--- src/rtl/inv_mode_mixer.sv ---
// inv_mode_mixer: output mixing stage for the dark-mode video path.
// Owns the {light, src} mode, edits a pending copy on button pulses and makes it
// active on the vsync rising edge. Two-cycle pipeline for syncs and data.
// Optional build macro INV_FADE_EN: cross-fade old -> new mode over 2**FADE_LOG2 frames.
module inv_mode_mixer #(
  parameter int unsigned NSRC      = 3,
  parameter int unsigned NCH       = 3,
  parameter int unsigned BPC       = 8,
  parameter int unsigned FADE_LOG2 = 4
) (
  input  logic                       clk_i,
  input  logic                       rst_ni,
  input  logic                       hs_i,
  input  logic                       vs_i,
  input  logic                       de_i,
  input  logic [NCH*BPC-1:0]         data_i,
  input  logic [NSRC-1:0]            x_i,
  input  logic                       cycle_i,
  input  logic                       pol_i,
  input  logic                       bypass_i,
  output logic                       hs_o,
  output logic                       vs_o,
  output logic                       de_o,
  output logic [NCH*BPC-1:0]         data_o,
  output logic [$clog2(NSRC+1):0]    mode_o,
  output logic                       busy_o
);

  localparam int unsigned SW = $clog2(NSRC + 1);
  localparam int unsigned MW = SW + 1;
  localparam int unsigned DW = NCH * BPC;
  localparam logic [MW-1:0] MODE_RST = MW'(1);

  // Elaboration-time guard on parameter ranges
  if (NSRC < 1 || NSRC > 7 || FADE_LOG2 < 1 || FADE_LOG2 > 16) begin : g_param_check
    $error("inv_mode_mixer: parameter out of range");
  end

  logic [MW-1:0] pend_q, pend_d, act_q, act_d;
  logic          busy_q, busy_d;
  logic          hs1_q, vs1_q, de1_q, inv1_q, inv1_d;
  logic [DW-1:0] data1_q;
  logic          hs2_q, vs2_q, de2_q;
  logic [DW-1:0] data2_q, data2_d;
  logic          vs_edge_c;

  // Invert decision of a mode: light alone for DIRECT/INV, else light xor chosen source
  function automatic logic mode_inv(input logic [MW-1:0] m, input logic [NSRC-1:0] x);
    logic r;
    r = m[SW];
    for (int k = 0; k < NSRC; k++) begin
      if (m[SW-1:0] == SW'(k + 1)) r = m[SW] ^ x[k];
    end
    return r;
  endfunction

  assign vs_edge_c = vs_i & ~vs1_q;

  // Mode next state: pulses edit pending, vsync rising edge copies pending to active
  always_comb begin
    pend_d = pend_q;
    act_d  = act_q;
    if (cycle_i) pend_d[SW-1:0] = (pend_q[SW-1:0] == SW'(NSRC)) ? '0 : pend_q[SW-1:0] + SW'(1);
    if (pol_i)   pend_d[SW]     = ~pend_q[SW];
    if (vs_edge_c) act_d = pend_q;
  end

  // Stage-1 invert decision for the active mode; bypass overrides without touching mode
  always_comb begin
    inv1_d = ~bypass_i & mode_inv(act_q, x_i);
  end

`ifdef INV_FADE_EN
  localparam int unsigned AW = FADE_LOG2 + 1;
  localparam int unsigned PW = BPC + FADE_LOG2 + 1;
  localparam logic [AW-1:0] A_FULL = AW'(2 ** FADE_LOG2);

  logic [MW-1:0]  old_q, old_d;
  logic [AW-1:0]  a_q, a_d, a1_q;
  logic           inv_old1_q, inv_old_d;
  logic [PW-1:0]  acc_c;
  logic [BPC-1:0] p_old_c, p_new_c;

  // Alpha: restart on a real mode change, otherwise step once per frame up to full
  always_comb begin
    old_d = old_q;
    a_d   = a_q;
    if (vs_edge_c && (pend_q != act_q)) begin
      old_d = act_q;
      a_d   = '0;
    end else if (vs_edge_c && (a_q != A_FULL)) begin
      a_d = a_q + AW'(1);
    end
    inv_old_d = ~bypass_i & mode_inv(old_q, x_i);
    busy_d    = (pend_d != act_d) | (a_d != A_FULL);
  end

  // Stage-2 blend of old-mode and new-mode pixels, per channel
  always_comb begin
    data2_d = '0;
    acc_c   = '0;
    p_old_c = '0;
    p_new_c = '0;
    for (int c = 0; c < NCH; c++) begin
      p_old_c = data1_q[c*BPC +: BPC] ^ {BPC{inv_old1_q}};
      p_new_c = data1_q[c*BPC +: BPC] ^ {BPC{inv1_q}};
      acc_c   = PW'(p_old_c) * PW'(A_FULL - a1_q) + PW'(p_new_c) * PW'(a1_q);
      data2_d[c*BPC +: BPC] = BPC'(acc_c >> FADE_LOG2);
    end
  end

  // Fade state and its stage-1 companions
  always_ff @(posedge clk_i) begin
    if (!rst_ni) begin
      old_q      <= MODE_RST;
      a_q        <= A_FULL;
      a1_q       <= A_FULL;
      inv_old1_q <= 1'b0;
    end else begin
      old_q      <= old_d;
      a_q        <= a_d;
      a1_q       <= a_q;
      inv_old1_q <= inv_old_d;
    end
  end
`else
  // Stage-2 instantaneous invert
  always_comb begin
    data2_d = data1_q ^ {DW{inv1_q}};
    busy_d  = (pend_d != act_d);
  end
`endif

  // Mode registers and busy flag
  always_ff @(posedge clk_i) begin
    if (!rst_ni) begin
      pend_q <= MODE_RST;
      act_q  <= MODE_RST;
      busy_q <= 1'b0;
    end else begin
      pend_q <= pend_d;
      act_q  <= act_d;
      busy_q <= busy_d;
    end
  end

  // Two-stage pixel/sync pipeline
  always_ff @(posedge clk_i) begin
    if (!rst_ni) begin
      hs1_q   <= 1'b0;
      vs1_q   <= 1'b0;
      de1_q   <= 1'b0;
      data1_q <= '0;
      inv1_q  <= 1'b0;
      hs2_q   <= 1'b0;
      vs2_q   <= 1'b0;
      de2_q   <= 1'b0;
      data2_q <= '0;
    end else begin
      hs1_q   <= hs_i;
      vs1_q   <= vs_i;
      de1_q   <= de_i;
      data1_q <= data_i;
      inv1_q  <= inv1_d;
      hs2_q   <= hs1_q;
      vs2_q   <= vs1_q;
      de2_q   <= de1_q;
      data2_q <= data2_d;
    end
  end

  assign hs_o   = hs2_q;
  assign vs_o   = vs2_q;
  assign de_o   = de2_q;
  assign data_o = data2_q;
  assign mode_o = act_q;
  assign busy_o = busy_q;

endmodule

--- config.mk ---
export PLATFORM = sky130hd
export DESIGN_NAME = inv_mode_mixer
export DESIGN_NICKNAME = d
export VERILOG_FILES = /design/src/rtl/inv_mode_mixer.sv
export SDC_FILE = /design/constraint.sdc
export NUM_CORES = 1
export LEC_CHECK = 0
export ABC_AREA = 1
export BUFFER_PORTS_ARGS = -buffer_cell sky130_fd_sc_hd__buf_4
export CAP_MARGIN = 20
export CORE_MARGIN = 2
export CORE_UTILIZATION = 34
export DETAILED_ROUTE_END_ITERATION = 6
export HOLD_SLACK_MARGIN = 0.08
export PLACE_DENSITY = 0.62
export REMOVE_ABC_BUFFERS = 1
export SYNTH_ARGS = -nofsm -noshare
export SYNTH_HDL_FRONTEND = slang
export SYNTH_SLANG_ARGS = --single-unit
--- constraint.sdc ---
create_clock -name clk_i -period 1.3 [get_ports clk_i]
set_input_delay 0.065 -clock clk_i [delete_from_list [all_inputs] [get_ports clk_i]]
set_output_delay 0.065 -clock clk_i [all_outputs]
set_load 0.005 [all_outputs]
==> summary.md, run 1 <==
| Metric | Value |
|---|---|
| Number of max-cap violations | `0` |
| Overflow after GRT | `0` |
| DRT Wirelength | `4.03 mm` |
| Slew Viols, Final | `0` |
| Highest Clock Rate | `0.957 GHz` |
| Cell with the most instances after synthesis | `dfxtp_1` |
| Fin area | `3180 sq um` |
| Clock Path Buffers | `2` |
| Pwr Density | `1370 nW/um^2` |
| RSZ-0062 raised after global routing | `no` |
| Average vias per placed instance | `3.96` |
| Share of cells above drive strength 1 | `0.266` |
| VDD IR-drop max | `0.739 mV` |
| Yosys warning count | `0` |
| Area Overhead vs Synth | `53.3%` |
| Post_cts resized | `0` |
| Clock network latency to the later pin of the worst-skew pair | `0.33 ns` |
| Diodes inserted | `0` |
| DR WL/cell | `9.65 um` |
| Clock Pin Slew Worst Setup and Hold Paths | `0.06 ns` |
| Sequential share of the synthesized area | `0.599` |
| Max_slew headroom | `0.703` |
| # H-tree levels | `3` |
| Worst EP required | `1.51 ns` |
| Final #Nets | `373` |
| Syn avg cell area | `8.74 sq um` |
| Crit path launch type | `primary input` |
| EDFF count, synth | `0` |
| Post-DRT Antenna Nets | `0` |
| CTS tree | `built` |
| Fin crit period | `1.04 ns` |
| Die X | `82.1 um` |
| Die Y | `82.1 um` |
| CTS buffer count | `9` |
| Final Skew | `0.00947 ns` |
| Leak | `1.64 nW` |
| Ports | `66` |
| Effective utilization at floorplan | `0.350` |
| Largest area contributor in the netlist | `dfxtp_1` |
| Vias | `1650` |
| Ys async rst share | `0` |
| DIE AREA | `6730 sq um` |
| Data arrival time of the worst path | `1.26 ns` |
| Synthesized cell area | `2070 sq um` |
| DRT Pass-1 Iters | `4` |
| Setup_tns | `0 ns` |
| Total GRT Usage | `0.140` |
| Commonest cells in the netlist | `62 x dfxtp_1, 54 x nand2_1, 38 x inv_1, 30 x nor2_1, 25 x xnor2_1` |
| Hold Vio Cnt, Final | `0` |
| Detailed placement HPWL | `2.61 mm` |
| Most used DFF post-synth | `dfxtp_1` |
| Row cnt | `28` |
| Initial detailed-routing violation count | `52` |
| TritonCTS Sinks | `62` |
| Initial antenna violation count | `0` |
| Register bit total from synthesis | `62` |
| Final setup violation count | `0` |
| Critical Path Fanout Max | `7` |
| Ranking of synthesized cells by area | `dfxtp_1 60%, xnor2_1 11%, nand2_1 9.8%, inv_1 6.9%, nor2_1 5.4%` |
| PortBufs | `65` |
| Netlist cell types | `16` |
| Remaining DRCs | `0` |
| Largest net degree at the start of global routing | `33` |
| Crit path capture type | `flop` |
| Hold WS | `0.141 ns` |
| Status | `finished clean` |
| GPL Wtd Cong | `0.778` |
| Top cell type's share of synthesized area | `0.599` |
| Clock tree root buffer cell | `clkbuf_8` |
| Placed Area | `2670 sq um` |
| Post-route clock period utilization | `0.804` |
| Post-Syn Instances | `237` |
| First-pass GRT wire length | `6.87 mm` |
| Core footprint | `5920 sq um` |
| Worst min-delay path class | `in2reg` |
| Critical path class | `in2reg` |
| Setup slack, reg-to-reg | `0.30 ns` |
| Number of global-route vias before repair | `1575` |
| Worst-margin pin slew | `0.445 ns` |
[final timing paths]
check              startpoint                 to  cells past startpoint
min                    x_i[0]  inv1_q$_SDFF_PN0_                      4
min reg2reg  hs1_q$_SDFF_PN0_    hs_o$_SDFF_PN0_                      2
max                      vs_i  busy_o$_SDFF_PN0_                      8
max reg2reg  vs1_q$_SDFF_PN0_  busy_o$_SDFF_PN0_                      8
[metrics by stage]
step,power (mW),cells,worst slack (ns),utilization
2_1_floorplan,2.35,227,-0.0684,-
3_3_place_gp,2.61,372,0.305,0.451
3_5_place_dp,2.62,372,0.299,0.451
4_1_cts,4.43,417,0.281,0.536
5_1_grt,4.59,417,0.179,0.536
6_report,4.35,417,0.255,0.536
[cells by family (layout without fill, tap and decap cells)]
logic type,after synthesis,count (layout),synth area share
XOR/XNOR,26,26,0.110
buffers and inverters,49,154,0.0942
flip-flops,62,62,0.599
AND/OR/NAND/NOR,97,97,0.186
AO/OA/AOI/OAI,3,3,0.0109
[cells in the final DEF, fill, tap and decap left out]
cell type / Yosys / layout
buf_4: 2 / 68
dfxtp_1: 62 / 62
nand2_1: 54 / 54
inv_1: 38 / 38
nor2_1: 30 / 30
dlygate4sd3_1: 0 / 30
xnor2_1: 25 / 25
clkbuf_8: 0 / 12
nand3_1: 9 / 9
nand2_2: 3 / 3
buf_12: 0 / 2
inv_2: 1 / 1
a21oi_1: 1 / 1
nor2_2: 1 / 1
xor2_1: 1 / 1
a21oi_2: 1 / 1
o221ai_1: 1 / 1
clkinvlp_4: 0 / 1
bufinv_16: 0 / 1
clkinv_2: 0 / 1
[area by class of cell]
type	instances	area [sq um]
inverter	39	146
clock inverter	3	42.5
sequential	62	1240
clock buffer	12	165
fill	562	2750
multi-input combinational	126	636
tap	75	93.8
timing repair buffer	100	851
[sequential cells by signal, summed over array words and instances, names as in the netlist]
register	flops
data1_q	24
vs1_q	1
mode_o	3
inv1_q	1
de1_q	1
pend_q	3
vs_o	1
de_o	1
hs_o	1
busy_o	1
hs1_q	1
data_o	24
[critical path, cell delays in order]
cell and delay, ns:
dlygate4sd3_1 0.54, buf_4 0.16, nand2_2 0.11, nand2_1 0.07
nand3_1 0.08, nand2_1 0.06, nor2_2 0.11, a21oi_2 0.05
[report_power, final]
part / leakage, nW / internal, mW / switching, mW / total, mW
combinational: 1.02 / 0.335 / 0.222 / 0.557
sequential: 0.514 / 2.03 / 0.0532 / 2.08
clock: 0.104 / 1.03 / 0.684 / 1.71
[metal layers]
metal,GRT usage,share of wire
met5,0,0
met4,0.0750,0.018
met3,0.0582,0.064
met2,0.222,0.49
met1,0.161,0.43
[timing repair]
item / 4_1_cts / 5_1_grt
endpoints found under the hold margin: 32 / 0
buffers inserted: 0 / 0
hold buffers: 30 / 0
Note: power is estimated with default switching activity, not from simulation.
==> run 2, diff against run 1 <==
--- a/config.mk
+++ b/config.mk
@@ -5,14 +5,14 @@
 export SDC_FILE = /design/constraint.sdc
 export NUM_CORES = 1
 export LEC_CHECK = 0
-export ABC_AREA = 1
+export ABC_AREA = 0
 export BUFFER_PORTS_ARGS = -buffer_cell sky130_fd_sc_hd__buf_4
 export CAP_MARGIN = 20
 export CORE_MARGIN = 2
 export CORE_UTILIZATION = 34
 export DETAILED_ROUTE_END_ITERATION = 6
 export HOLD_SLACK_MARGIN = 0.08
-export PLACE_DENSITY = 0.62
+export PLACE_DENSITY = 0.64
 export REMOVE_ABC_BUFFERS = 1
 export SYNTH_ARGS = -nofsm -noshare
 export SYNTH_HDL_FRONTEND = slang
==> constraint.sdc (replaced) <==
create_clock -name clk_i -period 0.9 [get_ports clk_i]
set_input_delay 0.045 -clock clk_i [delete_from_list [all_inputs] [get_ports clk_i]]
set_output_delay 0.045 -clock clk_i [all_outputs]
set_load 0.005 [all_outputs]
==> summary.md, run 2 <==
| Metric | Value |
|---|---|
| Clock Pin Slew Worst Setup and Hold Paths | `0.07 ns (was 0.06 ns)` |
| Diodes inserted | `0 (unchanged)` |
| DR WL/cell | `11.1 um (was 9.65 um)` |
| Overflow after GRT | `0 (unchanged)` |
| Remaining DRCs | `0 (unchanged)` |
| Max_slew headroom | `0.816 (was 0.703)` |
| Share of cells above drive strength 1 | `0.365 (was 0.266)` |
| Register bit total from synthesis | `62 (unchanged)` |
| Fin area | `3400 sq um (was 3180 sq um)` |
| Most common cell after layout, fill and taps aside | `buf_4 (unchanged)` |
| RSZ-0062 raised after global routing | `yes (was no)` |
| Crit path capture type | `flop (unchanged)` |
| Ys async rst share | `0 (unchanged)` |
| Highest Clock Rate | `0.847 GHz` |
| First-pass GRT wire length | `6.38 mm (was 6.87 mm)` |
| # placed instances | `327 (was 372)` |
| Vias | `1521 (was 1650)` |
| Critical path class | `reg2reg (was in2reg)` |
| Final Skew | `0.00513 ns (was 0.00947 ns)` |
| Detailed placement HPWL | `2.52 mm (was 2.61 mm)` |
| PortBufs | `65 (unchanged)` |
| Row cnt | `28 (unchanged)` |
| Largest net degree at the start of global routing | `33 (unchanged)` |
| Leak | `1.60 nW (was 1.64 nW)` |
| Area occupied by multi-input gates | `802 sq um (was 636 sq um)` |
| Number of max-cap violations | `0 (unchanged)` |
| Crit path launch type | `flop (was primary input)` |
| Area Overhead vs Synth | `64.3% (was 53.3%)` |
| Final #Nets | `335 (was 373)` |
| Initial detailed-routing violation count | `31 (was 52)` |
| Fin crit period | `1.18 ns` |
| Data arrival time of the worst path | `1.39 ns (was 1.26 ns)` |
| Pwr Density | `1880 nW/um^2 (was 1370 nW/um^2)` |
| Cell with the most instances after synthesis | `dfxtp_1 (unchanged)` |
| Die Y | `82.0 um (was 82.1 um)` |
| Post-DRT Antenna Nets | `0 (unchanged)` |
| Placed Area | `2730 sq um (was 2670 sq um)` |
| Commonest cells in the netlist | `62 x dfxtp_1, 56 x and2_1, 25 x xor2_1, 9 x nand2_1, 7 x xnor2_1 (was 62 x dfxtp_1, 54 x nand2_1, 38 x inv_1, 30 x nor2_1, 25 x xnor2_1)` |
| Placement Setup Slack | `-0.288 ns (was 0.299 ns)` |
| Post-Syn Instances | `185 (was 237)` |
| GPL Wtd Cong | `0.748 (was 0.778)` |
| Netlist cell types | `21 (was 16)` |
| VDD IR-drop max | `0.923 mV (was 0.739 mV)` |
| Worst EP required | `1.11 ns (was 1.51 ns)` |
| EDFF count, synth | `0 (unchanged)` |
| Average vias per placed instance | `4.01 (was 3.96)` |
| Top cell type's share of synthesized area | `0.600 (was 0.599)` |
| # H-tree levels | `3 (unchanged)` |
| CTS buffer count | `9 (unchanged)` |
| Total GRT Usage | `0.131 (was 0.140)` |
| Critical Path Fanout Max | `3 (was 7)` |
| Clock network latency to the later pin of the worst-skew pair | `0.33 ns (about the same)` |
| Non-Filler Instances | `379 (was 417)` |
| Post-Route Utilization | `0.577 (was 0.536)` |
| Syn avg cell area | `11.2 sq um (was 8.74 sq um)` |
| Clock Path Buffers | `2 (unchanged)` |
| DRT Pass-1 Iters | `3 (was 4)` |
| Worst-margin pin slew | `0.274 ns (was 0.445 ns)` |
| Final setup violation count | `23 (was 0)` |
| Yosys warning count | `0 (unchanged)` |
| Largest area contributor in the netlist | `dfxtp_1 (unchanged)` |
| Effective utilization at floorplan | `0.351 (was 0.350)` |
| Post-route clock period utilization | `1.31` |
| Register Area | `1250 sq um (was 1240 sq um)` |
| Fill count | `507 (was 562)` |
| Worst min-delay path class | `in2reg (unchanged)` |
| Setup ws final | `-0.281 ns (was 0.255 ns)` |
| Number of global-route vias before repair | `1438 (was 1575)` |
| DIE AREA | `6720 sq um (was 6730 sq um)` |
| Synthesized cell area | `2070 sq um (about the same)` |
| Status | `finished with violations (was finished clean)` |
| DRT Wirelength | `4.19 mm (was 4.03 mm)` |
| Core footprint | `5890 sq um (was 5920 sq um)` |
| Post-route total power | `6.40 mW (was 4.35 mW)` |
| Failing checks | `setup timing` |
| TritonCTS Sinks | `62 (unchanged)` |
| Most used DFF post-synth | `dfxtp_1 (unchanged)` |
| Initial antenna violation count | `0 (unchanged)` |
| Hold Vio Cnt, Final | `0 (unchanged)` |
| Most frequent cells in the layout | `71 x buf_4, 56 x and2_1, 56 x dfxtp_1 (was 68 x buf_4, 62 x dfxtp_1, 54 x nand2_1)` |
| Ports | `66 (unchanged)` |
| Slew Viols, Final | `0 (unchanged)` |
| Setup_tns | `-0.957 ns (was 0 ns)` |
| Sequential share of the synthesized area | `0.600 (was 0.599)` |
| Die X | `82.0 um (was 82.1 um)` |
| Clock tree root buffer cell | `clkbuf_8 (unchanged)` |
| CTS tree | `built (unchanged)` |
| Hold WS | `0.102 ns (was 0.141 ns)` |
| Ranking of synthesized cells by area | `dfxtp_1 60%, and2_1 17%, xor2_1 11%, xnor2_1 3.0%, nand2_1 1.6% (was dfxtp_1 60%, xnor2_1 11%, nand2_1 9.8%, inv_1 6.9%, nor2_1 5.4%)` |
==> run 2: timing repair <==
action,in CTS,in global routing
hold endpoints to repair,32,0
gates resized for setup,14,8
hold buffers,31,0
buffers inserted,3,1
endpoints found under the setup margin,32,56
gates cloned,0,2
pin swaps,0,38
==> run 2: worst max-delay path, cell delays in order (launching register included) <==
cell and delay [ns]:
dfxtp_2 0.35, xnor2_1 0.16, o21a_1 0.20, o32ai_2 0.26
a21boi_1 0.09
==> run 2: layer usage <==
layer / global-route usage / vias up / share of wire
met4: 0.0750 / 0 / 0.014
met1: 0.143 / 678 / 0.45
met5: 0 / - / 0
li1: - / 793 / -
met2: 0.215 / 45 / 0.48
met3: 0.0527 / 5 / 0.062
==> run 2: final timing paths <==
kind / from / to / slack, ns / depth (start not counted)
worst max-delay path: mode_o[1]$_SDFF_PN0_ / busy_o$_SDFF_PN0_ / -0.28 / 4
worst min-delay path: cycle_i / pend_q[1]$_SDFF_PN0_ / 0.10 / 4
worst max register to register: mode_o[1]$_SDFF_PN0_ / busy_o$_SDFF_PN0_ / -0.28 / 4
worst min register to register: hs1_q$_SDFF_PN0_ / hs_o$_SDFF_PN0_ / 0.43 / 1
==> run 2: layout make-up <==
cell class | instances | share of cell area
repair buffers | 115 | 0.307
multi-input cells | 112 | 0.236
clock inverters | 3 | 0.0125
flip-flops and latches | 62 | 0.368
clock buffers | 12 | 0.0486
well taps | 75 | 0.0276
==> run 2: cells by family after synthesis <==
kind of cell	after synthesis	synth area share
AOI/OAI and AO/OA	6	0.0212
xor gates and xnor gates	32	0.136
buffers and inverters	11	0.0254
DFF	62	0.600
muxes	2	0.00968
and+or+nand+nor	72	0.208
==> run 2: power breakdown <==
part           internal (mW)  switching (mW)  total [mW]
combinational          0.605           0.300       0.905
clock                   1.48           0.997        2.48
sequential              2.93          0.0805        3.01
total                   5.02            1.38        6.40
==> run 3, diff against run 2 <==
--- a/config.mk
+++ b/config.mk
@@ -12,7 +12,7 @@
 export CORE_UTILIZATION = 34
 export DETAILED_ROUTE_END_ITERATION = 6
 export HOLD_SLACK_MARGIN = 0.08
-export PLACE_DENSITY = 0.64
+export PLACE_DENSITY = 0.62
 export REMOVE_ABC_BUFFERS = 1
 export SYNTH_ARGS = -nofsm -noshare
 export SYNTH_HDL_FRONTEND = slang
==> constraint.sdc (replaced) <==
create_clock -name clk_i -period 1.1 [get_ports clk_i]
set_input_delay 0.055 -clock clk_i [delete_from_list [all_inputs] [get_ports clk_i]]
set_output_delay 0.055 -clock clk_i [all_outputs]
set_load 0.005 [all_outputs]
==> summary.md, run 3 (same netlist as run 2, synthesis figures left out) <==
| Metric | Value |
|---|---|
| Status | `finished with violations (unchanged)` |
| Failing checks | `setup timing (unchanged)` |
| Highest Clock Rate | `0.885 GHz (was 0.847 GHz)` |
| Fin area | `3240 sq um (was 3400 sq um)` |
| Most frequent cells in the layout | `73 x buf_4, 59 x dfxtp_1, 56 x and2_1 (was 71 x buf_4, 56 x and2_1, 56 x dfxtp_1)` |
| Switch share | `0.227 (was 0.215)` |
| Setup_tns | `-0.0355 ns (was -0.957 ns)` |
| Worst min-delay path class | `in2reg (unchanged)` |
| Crit path launch type | `flop (unchanged)` |
| CTS buffer count | `9 (unchanged)` |
| Power share of the combinational group | `0.135 (was 0.141)` |
| Cell family with most CP delay | `compound AO/OA/AOI/OAI gates (unchanged)` |
| Core footprint | `5890 sq um (unchanged)` |
| Diodes inserted | `0 (unchanged)` |
| # placed instances | `325 (was 327)` |
| Seq pwr share | `0.489 (was 0.471)` |
| Hold Vio Cnt, Final | `0 (unchanged)` |
| Clock power frac | `0.376 (was 0.388)` |
| Psw | `1.14 mW (was 1.38 mW)` |
| Effective utilization at floorplan | `0.351 (unchanged)` |
| Critical Path Fanout Max | `3 (unchanged)` |
| RSZ-0062 raised after global routing | `yes (unchanged)` |
| DIE AREA | `6720 sq um (unchanged)` |
| DRT Pass-1 Iters | `4 (was 3)` |
| Initial detailed-routing violation count | `36 (was 31)` |
| Share of cells above drive strength 1 | `0.330 (was 0.365)` |
| Area Overhead vs Synth | `56.9% (was 64.3%)` |
| RR Startpoint | `pend_q[1]$_SDFF_PN0_ (was mode_o[1]$_SDFF_PN0_)` |
| CTS tree | `built (unchanged)` |
| Placement Setup Slack | `-0.120 ns (was -0.288 ns)` |
| Slew Viols, Final | `0 (unchanged)` |
| Number of global-route vias before repair | `1531 (was 1438)` |
| Post-route clock period utilization | `1.03 (was 1.31)` |
| Hold Path Cell Cnt | `5 (was 4)` |
| Bufs and invs on worst path | `0 (unchanged)` |
| Clock Pin Slew Worst Setup and Hold Paths | `0.07 ns (about the same)` |
| Largest net degree at the start of global routing | `31 (was 33)` |
| Detailed placement HPWL | `2.58 mm (was 2.52 mm)` |
| Row cnt | `28 (unchanged)` |
| Overflow after GRT | `0 (unchanged)` |
| VDD IR-drop max | `0.685 mV (was 0.923 mV)` |
| Clock tree root buffer cell | `clkbuf_8 (unchanged)` |
| Worst EP required | `1.30 ns (was 1.11 ns)` |
| Setup ws final | `-0.0301 ns (was -0.281 ns)` |
| GPL Wtd Cong | `0.850 (was 0.748)` |
| Most common cell after layout, fill and taps aside | `buf_4 (unchanged)` |
| Fin crit period | `1.13 ns (was 1.18 ns)` |
| Vias | `1521 (unchanged)` |
| Clock network latency to the later pin of the worst-skew pair | `0.32 ns (was 0.33 ns)` |
| Slowest stage delay, CP | `0.35 ns (about the same)` |
| Critical-path top delay cell | `dfxtp_2 (unchanged)` |
| First-pass GRT wire length | `6.29 mm (was 6.38 mm)` |
| Post-CTS Setup Bufs | `0 (was 3)` |
| # H-tree levels | `3 (unchanged)` |
| DR WL/cell | `10.3 um (was 11.1 um)` |
| Crit path capture type | `flop (unchanged)` |
| Final setup violation count | `2 (was 23)` |
| Non-Filler Instances | `372 (was 379)` |
| Total GRT Usage | `0.125 (was 0.131)` |
| Die Y | `82.0 um (unchanged)` |
| Final #Nets | `327 (was 335)` |
| Die X | `82.0 um (unchanged)` |
| Clock Path Buffers | `2 (unchanged)` |
| DRT Wirelength | `3.83 mm (was 4.19 mm)` |
| TritonCTS Sinks | `62 (unchanged)` |
| Worst-margin pin slew | `0.262 ns (was 0.274 ns)` |
| Remaining DRCs | `0 (unchanged)` |
| Hold WS | `0.197 ns (was 0.102 ns)` |
| Critical path launch point | `pend_q[1]$_SDFF_PN0_ (was mode_o[1]$_SDFF_PN0_)` |
| Register-to-Register Path Depth | `4 (unchanged)` |
| Cell chain of the critical path | `xnor2_4 -> o21a_1 -> o32ai_2 -> a21boi_1 (was xnor2_1 -> o21a_1 -> o32ai_2 -> a21boi_1)` |
| Data arrival time of the worst path | `1.33 ns (was 1.39 ns)` |
| Critical path class | `reg2reg (unchanged)` |
| Pwr Density | `1550 nW/um^2 (was 1880 nW/um^2)` |
| Leak | `1.54 nW (was 1.60 nW)` |
| Final Skew | `0.00538 ns (was 0.00513 ns)` |
| Hold path start | `vs_i (was cycle_i)` |
| Max_slew headroom | `0.825 (was 0.816)` |
| Setup slack, reg-to-reg | `-0.03 ns (was -0.28 ns)` |
| Int Pwr | `3.89 mW (was 5.02 mW)` |
| Ports | `66 (unchanged)` |
| PortBufs | `65 (unchanged)` |
| Average vias per placed instance | `4.09 (was 4.01)` |
| Number of max-cap violations | `0 (unchanged)` |
| WP depth | `4 (unchanged)` |
| Post-DRT Antenna Nets | `0 (unchanged)` |
| Initial antenna violation count | `0 (unchanged)` |
| Placed Area | `2710 sq um (was 2730 sq um)` |
run 3: cell type report:
class	count	area, sq um
clock buffer	10	128
clock inverter	6	62.6
multi-input combinational	112	803
tap	75	93.8
timing repair buffer	107	910
sequential	62	1250
fill	517	2640
run 3: final timing paths:
kind                                              to
worst max-delay path               busy_o$_SDFF_PN0_
worst min-delay path            mode_o[2]$_SDFF_PN0_
worst max register to register     busy_o$_SDFF_PN0_
worst min register to register       hs_o$_SDFF_PN0_
run 3: timing repair:
action / in CTS / in global routing
setup endpoints to repair: 2 / 2
pin swaps: 1 / 1
hold buffers: 31 / 0
gates resized for setup: 5 / 4
endpoints found under the hold margin: 32 / 0
run 3: layer usage:
metal,GRT usage,wire length [um]
met4,0.0850,83
met1,0.129,1690
met3,0.0429,275
met5,0,0
met2,0.214,1790
run 3: power groups by stage:
stage	clock, mW	sequential, mW	combinational (mW)
6_report	1.89	2.46	0.681
5_1_grt	2.06	2.47	0.755
4_1_cts	1.96	2.46	0.683
3_5_place_dp	0	2.50	0.582
3_3_place_gp	0	2.50	0.570
2_1_floorplan	0	2.53	0.216
run 3: per-stage QoR:
| step | utilization | power (mW) |
|---|---|---|
| 5_1_grt | 0.551 | 5.29 |
| 3_5_place_dp | 0.460 | 3.09 |
| 2_1_floorplan | - | 2.75 |
| 4_1_cts | 0.548 | 5.10 |
| 6_report | 0.551 | 5.03 |
| 3_3_place_gp | 0.460 | 3.07 |
run 3: worst min-delay path, stage by stage:
cell and delay [ns]:
buf_4 0.09, nand2b_1 0.07, buf_4 0.14, nand2_1 0.05, a21boi_0 0.06
